**src/rtl/paddle_input_ctrl.sv**
```systemverilog
// Per-player paddle input conditioning: synchroniser, debouncer, direction resolve,
// and single-cycle step pulses with hold-to-repeat timing.
module paddle_input_ctrl #(
  parameter int DEBOUNCE_CYCLES = 250000,
  parameter int REPEAT_DELAY    = 6250000,
  parameter int REPEAT_PERIOD   = 416667
) (
  input  logic       clk,
  input  logic       rst,
  input  logic       btn_up_raw,
  input  logic       btn_dn_raw,
  input  logic       enable,
  output logic [1:0] btn,
  output logic       up_held,
  output logic       dn_held
);

  localparam int CW   = (DEBOUNCE_CYCLES > 2) ? $clog2(DEBOUNCE_CYCLES) : 1;
  localparam int TMAX = (REPEAT_DELAY > REPEAT_PERIOD) ? REPEAT_DELAY : REPEAT_PERIOD;
  localparam int TW   = $clog2(TMAX + 1);

  localparam logic [CW-1:0] CNT_LAST      = CW'(DEBOUNCE_CYCLES - 1);
  localparam logic [TW-1:0] DELAY_RELOAD  = TW'(REPEAT_DELAY - 1);
  localparam logic [TW-1:0] PERIOD_RELOAD = TW'(REPEAT_PERIOD - 1);

  localparam logic [1:0] MV_NONE = 2'd0;
  localparam logic [1:0] MV_DN   = 2'd1;
  localparam logic [1:0] MV_UP   = 2'd2;

  localparam logic [1:0] S_IDLE   = 2'd0;
  localparam logic [1:0] S_DELAY  = 2'd1;
  localparam logic [1:0] S_REPEAT = 2'd2;

  // Bit 0 = up, bit 1 = down throughout.
  logic [1:0]    r_sync1;
  logic [1:0]    r_sync2;
  logic [1:0]    r_held;
  logic [CW-1:0] r_cnt [2];

  logic [1:0]    r_state;
  logic [1:0]    r_dir;
  logic [1:0]    r_btn;
  logic [TW-1:0] r_timer;
  logic [1:0]    w_dir;

  always_ff @(posedge clk) begin
    if (rst) begin
      r_sync1 <= '0;
      r_sync2 <= '0;
    end else begin
      r_sync1 <= {btn_dn_raw, btn_up_raw};
      r_sync2 <= r_sync1;
    end
  end

  always_ff @(posedge clk) begin
    if (rst) begin
      r_held <= '0;
      for (int unsigned i = 0; i < 2; i++) r_cnt[i] <= '0;
    end else begin
      for (int unsigned i = 0; i < 2; i++) begin
        if (r_sync2[i] == r_held[i]) begin
          r_cnt[i] <= '0;
        end else if (r_cnt[i] == CNT_LAST) begin
          r_held[i] <= r_sync2[i];
          r_cnt[i]  <= '0;
        end else begin
          r_cnt[i] <= r_cnt[i] + 1'b1;
        end
      end
    end
  end

  always_comb begin
    w_dir = MV_NONE;
    if (r_held[1] && !r_held[0])      w_dir = MV_DN;
    else if (r_held[0] && !r_held[1]) w_dir = MV_UP;
  end

  // A direction change while stepping is handled exactly like a fresh press.
  always_ff @(posedge clk) begin
    if (rst) begin
      r_state <= S_IDLE;
      r_dir   <= MV_NONE;
      r_btn   <= MV_NONE;
      r_timer <= '0;
    end else begin
      r_btn <= MV_NONE;
      if (!enable || w_dir == MV_NONE) begin
        r_state <= S_IDLE;
      end else if (r_state == S_IDLE || w_dir != r_dir) begin
        r_btn   <= w_dir;
        r_dir   <= w_dir;
        r_timer <= DELAY_RELOAD;
        r_state <= S_DELAY;
      end else if (r_timer == '0) begin
        r_btn   <= w_dir;
        r_timer <= PERIOD_RELOAD;
        r_state <= S_REPEAT;
      end else begin
        r_timer <= r_timer - 1'b1;
      end
    end
  end

  assign btn     = r_btn;
  assign up_held = r_held[0];
  assign dn_held = r_held[1];

endmodule

```
**config.mk**
```make
export PLATFORM = sky130hd
export DESIGN_NAME = paddle_input_ctrl
export DESIGN_NICKNAME = d
export VERILOG_FILES = /design/src/rtl/paddle_input_ctrl.sv
export SDC_FILE = /design/constraint.sdc
export NUM_CORES = 1
export LEC_CHECK = 0
export CORE_AREA = 2 2 99 101
export CTS_BUF_LIST = sky130_fd_sc_hd__clkbuf_8
export DETAILED_ROUTE_END_ITERATION = 8
export DIE_AREA = 0 0 101 103
export HOLD_SLACK_MARGIN = 0.03
export PLACE_DENSITY = 0.61
export RECOVER_POWER = 100
export SLEW_MARGIN = 20
export SYNTH_ARGS = -nofsm -noshare
export SYNTH_HDL_FRONTEND = slang
export SYNTH_SLANG_ARGS = --single-unit
```
**constraint.sdc**
```tcl
create_clock -name clk -period 6.65 [get_ports clk]
set_clock_uncertainty 0.2 [all_clocks]
set_input_delay 0.665 -clock clk [delete_from_list [all_inputs] [get_ports clk]]
set_output_delay 0.665 -clock clk [all_outputs]
set_load 0.01 [all_outputs]
```
### Yosys cells after proc, flatten, opt, wreduce, memory -nomap -nowiden

Memories as Yosys holds them, arrays and structs flattened.
Index checks and enable logic that the tools add are counted.
W data, S select, Z words.

* bits in registers: 35
* memory bits (writable): 36
* input port bits: 5
* output and inout bits: 4
* memories: 1

Memories
* r_cnt: words 2, width 18, rd ports 2, clocked after memory_dff 0, wr ports 2, line 38 `logic [CW-1:0] r_cnt [2];`

* $add $sub $neg: 3
* eq/ne operators: 5
* mux-type cells: 38
* bitwise operators: 9
* reductions and logical operators: 16

Operators with widths (number)
* $mux W18: 6
* $mux W23: 2
* $add A18 B1 Y18 const B: 2
* $eq A18 B18 Y1 const B: 2
* $mux W1: 26
* $logic_not A23 Y1: 1
* $sub A23 B1 Y23 const B: 1
* $mux W2: 4
* $or A1 B1 Y1: 6
* $reduce_and A2 Y1: 3
* $logic_not A2 Y1: 2
* $logic_not A1 Y1: 3
* $not A1 Y1: 3
* $reduce_or A3 Y1: 1
* $eq A1 B1 Y1: 2
* $logic_and A1 B1 Y1: 2
* $logic_or A1 B1 Y1: 2
* $ne A2 B2 Y1: 1
* $reduce_bool A2 Y1: 1
* $reduce_or A2 Y1: 1

### Longest topological paths before layout

Gate-level depths: netlist of the first run.

* depth after elaboration: 8
* mapped depth: 8
* gate-level depth less buffers: 7

### Worst setup path after synthesis of the first run

OpenSTA, ideal clock, no wires.

* path kind: register to register
* from: mem r_cnt[1][10] in the netlist's numbering
* to: mem r_cnt[1][16] in the netlist's numbering, data pin
* library setup time: 0.257 ns
* arrival time: 1.936 ns
* required time: 6.193 ns
* setup slack: 4.257 ns
* cell stages (with the launch flop): 8
* path buffers: 2
* period minus slack after synthesis: 2.393 ns
* cells stage by stage: edfxtp_1 -> or4_1 -> nor3_1 -> and4_1 -> or3_1 -> clkbuf_1 -> buf_2 -> nor2_1

RTL lines (line)
* start, declared: 38

==> results of run 1 <==
==> through the flow <==
step | util [%] | power, mW | instance area (sq um)
3_3_place_gp | 41.4 | 0.514 | 3920
6_report | 43.4 | 0.842 | 4110
4_1_cts | 43.4 | 0.853 | 4110
3_5_place_dp | 41.4 | 0.515 | 3920
5_1_grt | 43.4 | 0.878 | 4110
2_1_floorplan | - | 0.507 | 3740
==> how the worst min path moves through the flow <==
stage / startpoint / end / slack [ns] / cells past startpoint
after floorplan: r_sync1[0]$_SDFF_PP0_ / r_sync2[0]$_SDFF_PP0_ / 0.21 / 1
after global placement: r_sync1[1]$_SDFF_PP0_ / r_sync2[1]$_SDFF_PP0_ / 0.23 / 1
after detailed placement: r_sync1[1]$_SDFF_PP0_ / r_sync2[1]$_SDFF_PP0_ / 0.23 / 1
after CTS: r_sync1[1]$_SDFF_PP0_ / r_sync2[1]$_SDFF_PP0_ / 0.25 / 1
after global routing: r_sync1[1]$_SDFF_PP0_ / r_sync2[1]$_SDFF_PP0_ / 0.27 / 1
final: r_sync1[1]$_SDFF_PP0_ / r_sync2[1]$_SDFF_PP0_ / 0.24 / 1
==> cells by family after synthesis <==
kind of cell / count (synthesis) / share of synthesized area [%]
fa+ha+maj: 6 / 2.08
mux: 2 / 0.554
flops: 71 / 49.3
xor+xnor: 45 / 10.9
compound gates: 48 / 8.21
other cells: 1 / 0.104
buf+inv: 27 / 3.08
simple gates: 184 / 25.7
==> power by group through the flow <==
stage,clock network (mW),logic (mW),registers (mW)
floorplan,0,0.0194,0.487
global placement,0,0.0247,0.490
detailed placement,0,0.0249,0.490
CTS,0.347,0.0251,0.480
global route,0.366,0.0297,0.482
finish,0.337,0.0250,0.480
==> synthesized netlist by cell type, types with 2 or more instances <==
library cell | instances | area [sq um]
inv_1 | 13 | 48.8
nand3_1 | 19 | 95.1
and4_1 | 2 | 17.5
nand4_1 | 12 | 75.1
dfxtp_1 | 35 | 701
nor4_1 | 8 | 50.1
o21ai_0 | 6 | 30.0
a31oi_1 | 6 | 37.5
xnor2_1 | 23 | 201
nand2b_1 | 2 | 12.5
o31ai_1 | 2 | 15.0
or2_2 | 2 | 12.5
or3_1 | 3 | 18.8
ha_1 | 6 | 75.1
or4_1 | 4 | 30.0
nand3b_1 | 2 | 15.0
nor3_1 | 20 | 100
a21oi_1 | 20 | 100
edfxtp_1 | 36 | 1080
and3_1 | 11 | 68.8
nor2_1 | 54 | 203
mux2i_1 | 2 | 20.0
nor2b_1 | 6 | 37.5
clkbuf_1 | 11 | 41.3
o211ai_1 | 2 | 15.0
xor2_1 | 22 | 193
buf_2 | 2 | 10.0
o32ai_1 | 2 | 17.5
nand2_1 | 30 | 113
o21a_1 | 2 | 15.0
==> cells in the final DEF (no fill, tap or decap), drive strengths merged, types with 3 or more instances in the layout <==
cell,synthesis,layout
nor2,54,54
edfxtp,36,36
conb,1,36
dfxtp,35,35
nand2,30,30
xnor2,23,23
xor2,22,22
nor3,20,20
a21oi,20,20
nand3,19,19
inv,13,15
nand4,12,12
and3,11,11
clkbuf,11,11
nor4,9,9
o21ai,7,7
nor2b,6,6
a31oi,6,6
ha,6,6
dlygate4sd3,0,5
or4,4,4
or3,4,4
clkinv,0,3
clkdlybuf4s50,0,3
or2,3,3
==> state kept, by name (all words and copies together), names as in the netlist <==
| register | flops |
|---|---|
| r_sync2 | 2 |
| r_timer | 23 |
| btn | 2 |
| r_held | 2 |
| r_sync1 | 2 |
| r_dir | 2 |
| r_cnt | 36 |
| r_state | 2 |
==> metal layers <==
layer  global-route usage [%]  routed length (microns)  share of wire [%]  vias to the layer above
li1                         -                        -                  -                     1424
met1                     19.1                     3500                 50                     1301
met2                     24.2                     3310                 47                       22
met3                     3.59                      143                2.0                       10
met4                     6.44                      109                1.5                        0
met5                        0                        0                  0                        -
==> final cells by class <==
cell class,instances,area [sq um]
Clock inverter,6,52.6
Sequential cell,71,1780
Fill cell,944,5350
Clock buffer,10,138
Timing Repair Buffer,10,91.3
Tap cell,114,143
Multi-Input combinational cell,321,1850
Inverter,13,48.8
==> impl_metrics.toml, run 1 <==
[critical_path]
worstPathCellList = "dlygate4sd3_1, clkbuf_1, inv_1, nand3_1, nor2_1"
arrival_ns = 3.19
r2r_start = "r_timer[14]$_SDFFE_PP0N_"
rr_endpoint = "r_timer[12]$_SDFFE_PP0N_"
reg2reg_slack_ns = 3.86
worstSetupPathType = "input pin to flip-flop"
crit_required_ns = 6.52
crit_fanout = 31
crit_cells = 5
endpoint_kind = "flip-flop"
crit_start = "rst"
cp_slowest_stage_delay_ns = 1.02
crit_buf_inv = 3
critical-path-top-delay-family = "buffers and inverters"
slowest_stage = "clkbuf_1"
crit_end = "r_cnt[0][12]$_SDFFCE_PN0P_"
worstRegToRegCells = 5
cp-start-kind = "input pin"

[timing]
fin_crit_ns = 3.32
hold_violations = 0
fmax_ghz = 0.301
finalMaxSlewViolations = 0
rsz0062_at_grt = "no"
timing.final.ws_setup_ns = 3.33
whs_ns = 0.245
slew_headroom_pct = 5.68
worst_pin_slew_ns = 1.41
setup_viol = 0
totalNegativeSetupSlack_ns = 0
fin_crit_sh_pct = 49.9

[drt]
vias_per_cell = 5.06
first_pass_iters = 4
drtIter0Drc = 130
wire_per_inst_microns = 13.0
antenna_left = 0
wl_mm = 7.06
vias = 2757
drc = 0

[final_layout]
nNetsFinal = 437
antenna_cells = 0
areaGrowthSynthToFinish_pct = 13.6
fin_cells = 545
layout-drive-gt1-share_pct = 4.41

[power]
power_switching_mw = 0.183
p_per_area_mw_per_mm2 = 205
pwr-share-comb_pct = 3.0
clkPwrFrac_pct = 40.0
seq_power_share_pct = 57.0
p_leak_nw = 1.53
p_int_mw = 0.659
p_sw_share_pct = 21.7
peakVddDrop_v = 0.0000774

[cts]
clockBufferDepth = 2
ctsResizeCount = 0
cts_hold_buf = 0
cts.sinks = 71
h-tree-depth = 3
postCtsSetupRepairBufs = 0
cts_tree = "done"
clock_latency_ns = 0.34
cts-buffers-inserted = 9
cts-root-buf = "clkbuf_8"
clk_pin_slew_ns = 0.07

[worst_hold_path]
hold_class = "flip-flop to flip-flop"

[place]
io_buffers = 8
gp_congestion = 0.835
dp_cells = 529
place_hpwl_mm = 4.98
place_ws_ns = 3.91

[yosys]
netlist_area_sq_mm = 0.00361
netlist_instances = 384
yosys.cell_types.count = 49
synth-seq-cells = 71
syn_avg_cell_area_sq_um = 9.41
async_flop_share_pct = 0
yosys_warnings = 0
synth-edff-count = 36
synth_ff_type = "edfxtp_1"
seq_area_frac_synth_pct = 49.3

[global_route]
grt_pass1_wl_mm = 12.2
grt_pass1_vias = 2603
grt_antenna_before_repair = 0
grt_util_all_layers_pct = 14.9
grt-ovfl-total = 0
grt_start_max_net_pins = 32

[flow_run]
cap_violations = 0

[floorplanning]
core_area_sq_mm = 0.00946
die_area_sq_mm = 0.0104
dieHeight_microns = 103
io_pins = 9
initial_core_util_pct = 38.2
num_rows = 36
die_w_microns = 101

[run_status]
status = "completed"
No activity file was read; power rests on OpenSTA's default activity.
==> inputs of run 2 (changes only) <==
--- a/config.mk
+++ b/config.mk
@@ -10,7 +10,7 @@
 export DETAILED_ROUTE_END_ITERATION = 8
 export DIE_AREA = 0 0 101 103
 export HOLD_SLACK_MARGIN = 0.03
-export PLACE_DENSITY = 0.61
+export PLACE_DENSITY = 0.63
 export RECOVER_POWER = 100
 export SLEW_MARGIN = 20
 export SYNTH_ARGS = -nofsm -noshare
==> constraint.sdc (replaced) <==
create_clock -name clk -period 2.7 [get_ports clk]
set_clock_uncertainty 0.2 [all_clocks]
set_input_delay 0.27 -clock clk [delete_from_list [all_inputs] [get_ports clk]]
set_output_delay 0.27 -clock clk [all_outputs]
set_load 0.01 [all_outputs]
==> run 2 against run 1 <==
Compared with the run above:
- hold slack worse by 0.0028 ns
- die area unchanged
- clock power grew to 2.9 times the previous value
- sequential power rose by 150%
- wire length up 4.6%
- first-iteration DRC count is 11% lower
- worst setup slack worse by 3.1 ns
- non-clock buffer count up 11
- utilization grew 1.2 points
- total power rose to 2.7 times the previous value
- largest cell class unchanged
- largest power group unchanged
- highest routed layer unchanged
==> impl_metrics.toml, run 2 (same netlist as run 1, synthesis figures left out) <==
[final_layout]
layout-drive-gt1-share_pct = 6.79
final_common_cell = "nor2_1"
n_fill_cell = 950
regMostFlops = "r_cnt"
final-seq-area_sq_mm = 0.00178
post-route-cell-area_sq_mm = 0.00422
largest_reg_flops = 36
layout_common_cells = "nor2_1, edfxtp_1, conb_1, dfxtp_1, nand2_1"
areaGrowthSynthToFinish_pct = 16.8
fin_util_pct = 44.6
nNetsFinal = 448
fin_cells = 556
reg.largest.list = "r_cnt: 36 flops, r_timer: 23 flops"
multi_input_area_sq_mm = 0.00185
antenna_cells = 0

[power]
clkPwrFrac_pct = 44.3
p_per_area_mw_per_mm2 = 530
peakVddDrop_v = 0.000242
seq_power_share_pct = 52.9
pwr-share-comb_pct = 2.9
p_int_mw = 1.75
power_switching_mw = 0.483
p_leak_nw = 1.57
p_sw_share_pct = 21.6

[global_route]
grt-ovfl-total = 0
grt_pass1_wl_mm = 12.4
grt_util_all_layers_pct = 15.4
grt_start_max_net_pins = 19
grt_pass1_vias = 2690
grt_antenna_before_repair = 0

[critical_path]
crit_fanout = 10
endpoint_kind = "flip-flop"
crit_required_ns = 2.71
slowest_stage = "or4_1"
r2r_start = "r_timer[14]$_SDFFE_PP0N_"
cp-start-kind = "flip-flop"
arrival_ns = 2.50
crit_start = "r_timer[14]$_SDFFE_PP0N_"
worstSetupPathType = "flip-flop to flip-flop"
critPathMostFrequentCell = "or4_1"
critical-path-top-delay-family = "simple AND/OR/NAND/NOR gates"
crit_buf_inv = 0
worstPathCellList = "or4_1, or4_1, or2_1, a31oi_1, o22ai_1"
cp_slowest_stage_delay_ns = 0.58

[cts]
h-tree-depth = 3
clock_latency_ns = 0.35
cts.sinks = 71
ctsResizeCount = 0
cts-root-buf = "clkbuf_8"
cts_tree = "done"
cts-buffers-inserted = 9
clockBufferDepth = 2
postCtsSetupRepairBufs = 0
cts_hold_buf = 0
clk_pin_slew_ns = 0.08

[drt]
wire_per_inst_microns = 13.3
first_pass_iters = 4
vias = 2852
antenna_left = 0
drc = 0
vias_per_cell = 5.13
drtIter0Drc = 116
wl_mm = 7.38

[place]
gp_congestion = 0.882
place_hpwl_mm = 5.26
io_buffers = 8
postPlaceCellArea_sq_mm = 0.00400
dp_cells = 540

[floorplanning]
dieHeight_microns = 103
die_area_sq_mm = 0.0104
io_pins = 9
initial_core_util_pct = 38.2
num_rows = 36
die_w_microns = 101
core_area_sq_mm = 0.00946

[timing]
worst_pin_slew_ns = 0.814
finalMaxSlewViolations = 0
fmax_ghz = 0.402
hold_violations = 0
rsz0062_at_grt = "no"
setup_viol = 0
totalNegativeSetupSlack_ns = 0
fin_crit_ns = 2.49
slew_headroom_pct = 45.8
fin_crit_sh_pct = 92.2
whs_ns = 0.242

[worst_hold_path]
min-delay-start = "r_sync1[1]$_SDFF_PP0_"
hold_class = "flip-flop to flip-flop"

[run_status]
status = "completed"

[flow_run]
cap_violations = 0
-- run 2: cell types whose count changed in the layout (fill, tap and decap cells not counted) --
cell | before | now
inv_4 | 0 | 1
clkinv_2 | 3 | 1
clkbuf_2 | 0 | 1
inv_1 | 15 | 13
clkbuf_1 | 1 | 3
clkbuf_8 | 10 | 11
bufinv_16 | 1 | 2
buf_4 | 1 | 9
clkinvlp_4 | 0 | 1
-- run 2: layout make-up --
| class | count | share of cell area [%] |
|---|---|---|
| Clock inverter | 5 | 1.87 |
| Clock buffer | 11 | 3.59 |
| Timing Repair Buffer | 21 | 3.89 |
| Tap cell | 114 | 3.38 |
| Inverter | 13 | 1.16 |
| Sequential cell | 71 | 42.2 |
| Multi-Input combinational cell | 321 | 43.9 |
-- run 2: path summary, 6_finish.rpt --
| kind | to | slack [ns] | cells after the start |
|---|---|---|---|
| setup / recovery | r_timer[2]$_SDFFE_PP0N_ | 0.21 | 5 |
| hold / removal | r_sync2[1]$_SDFF_PP0_ | 0.24 | 1 |
| setup reg to reg | r_timer[2]$_SDFFE_PP0N_ | 0.21 | 5 |
| hold reg to reg | r_sync2[1]$_SDFF_PP0_ | 0.24 | 1 |
-- run 2: power by group through the flow --
stage          Sequential (mW)  Combinational [mW]  Clock [mW]
2_1_floorplan             1.20              0.0478           0
3_3_place_gp              1.21              0.0637           0
3_5_place_dp              1.21              0.0646           0
4_1_cts                   1.18              0.0652        1.02
5_1_grt                   1.19              0.0741        1.07
6_report                  1.18              0.0641       0.989
-- run 2: per-stage QoR --
step / power (mW) / setup slack [ns]
floorplan: 1.25 / 0.307
global placement: 1.27 / 0.280
detailed placement: 1.27 / 0.240
CTS: 2.27 / 0.241
global route: 2.33 / 0.0867
finish: 2.24 / 0.209
-- run 2: layer usage --
| layer | GRT usage (%) | wire (microns) | vias up |
|---|---|---|---|
| met5 | 0 | 0 | - |
| met3 | 3.53 | 291 | 8 |
| met2 | 25.0 | 3470 | 44 |
| li1 | - | - | 1444 |
| met4 | 6.96 | 116 | 0 |
| met1 | 19.6 | 3500 | 1356 |
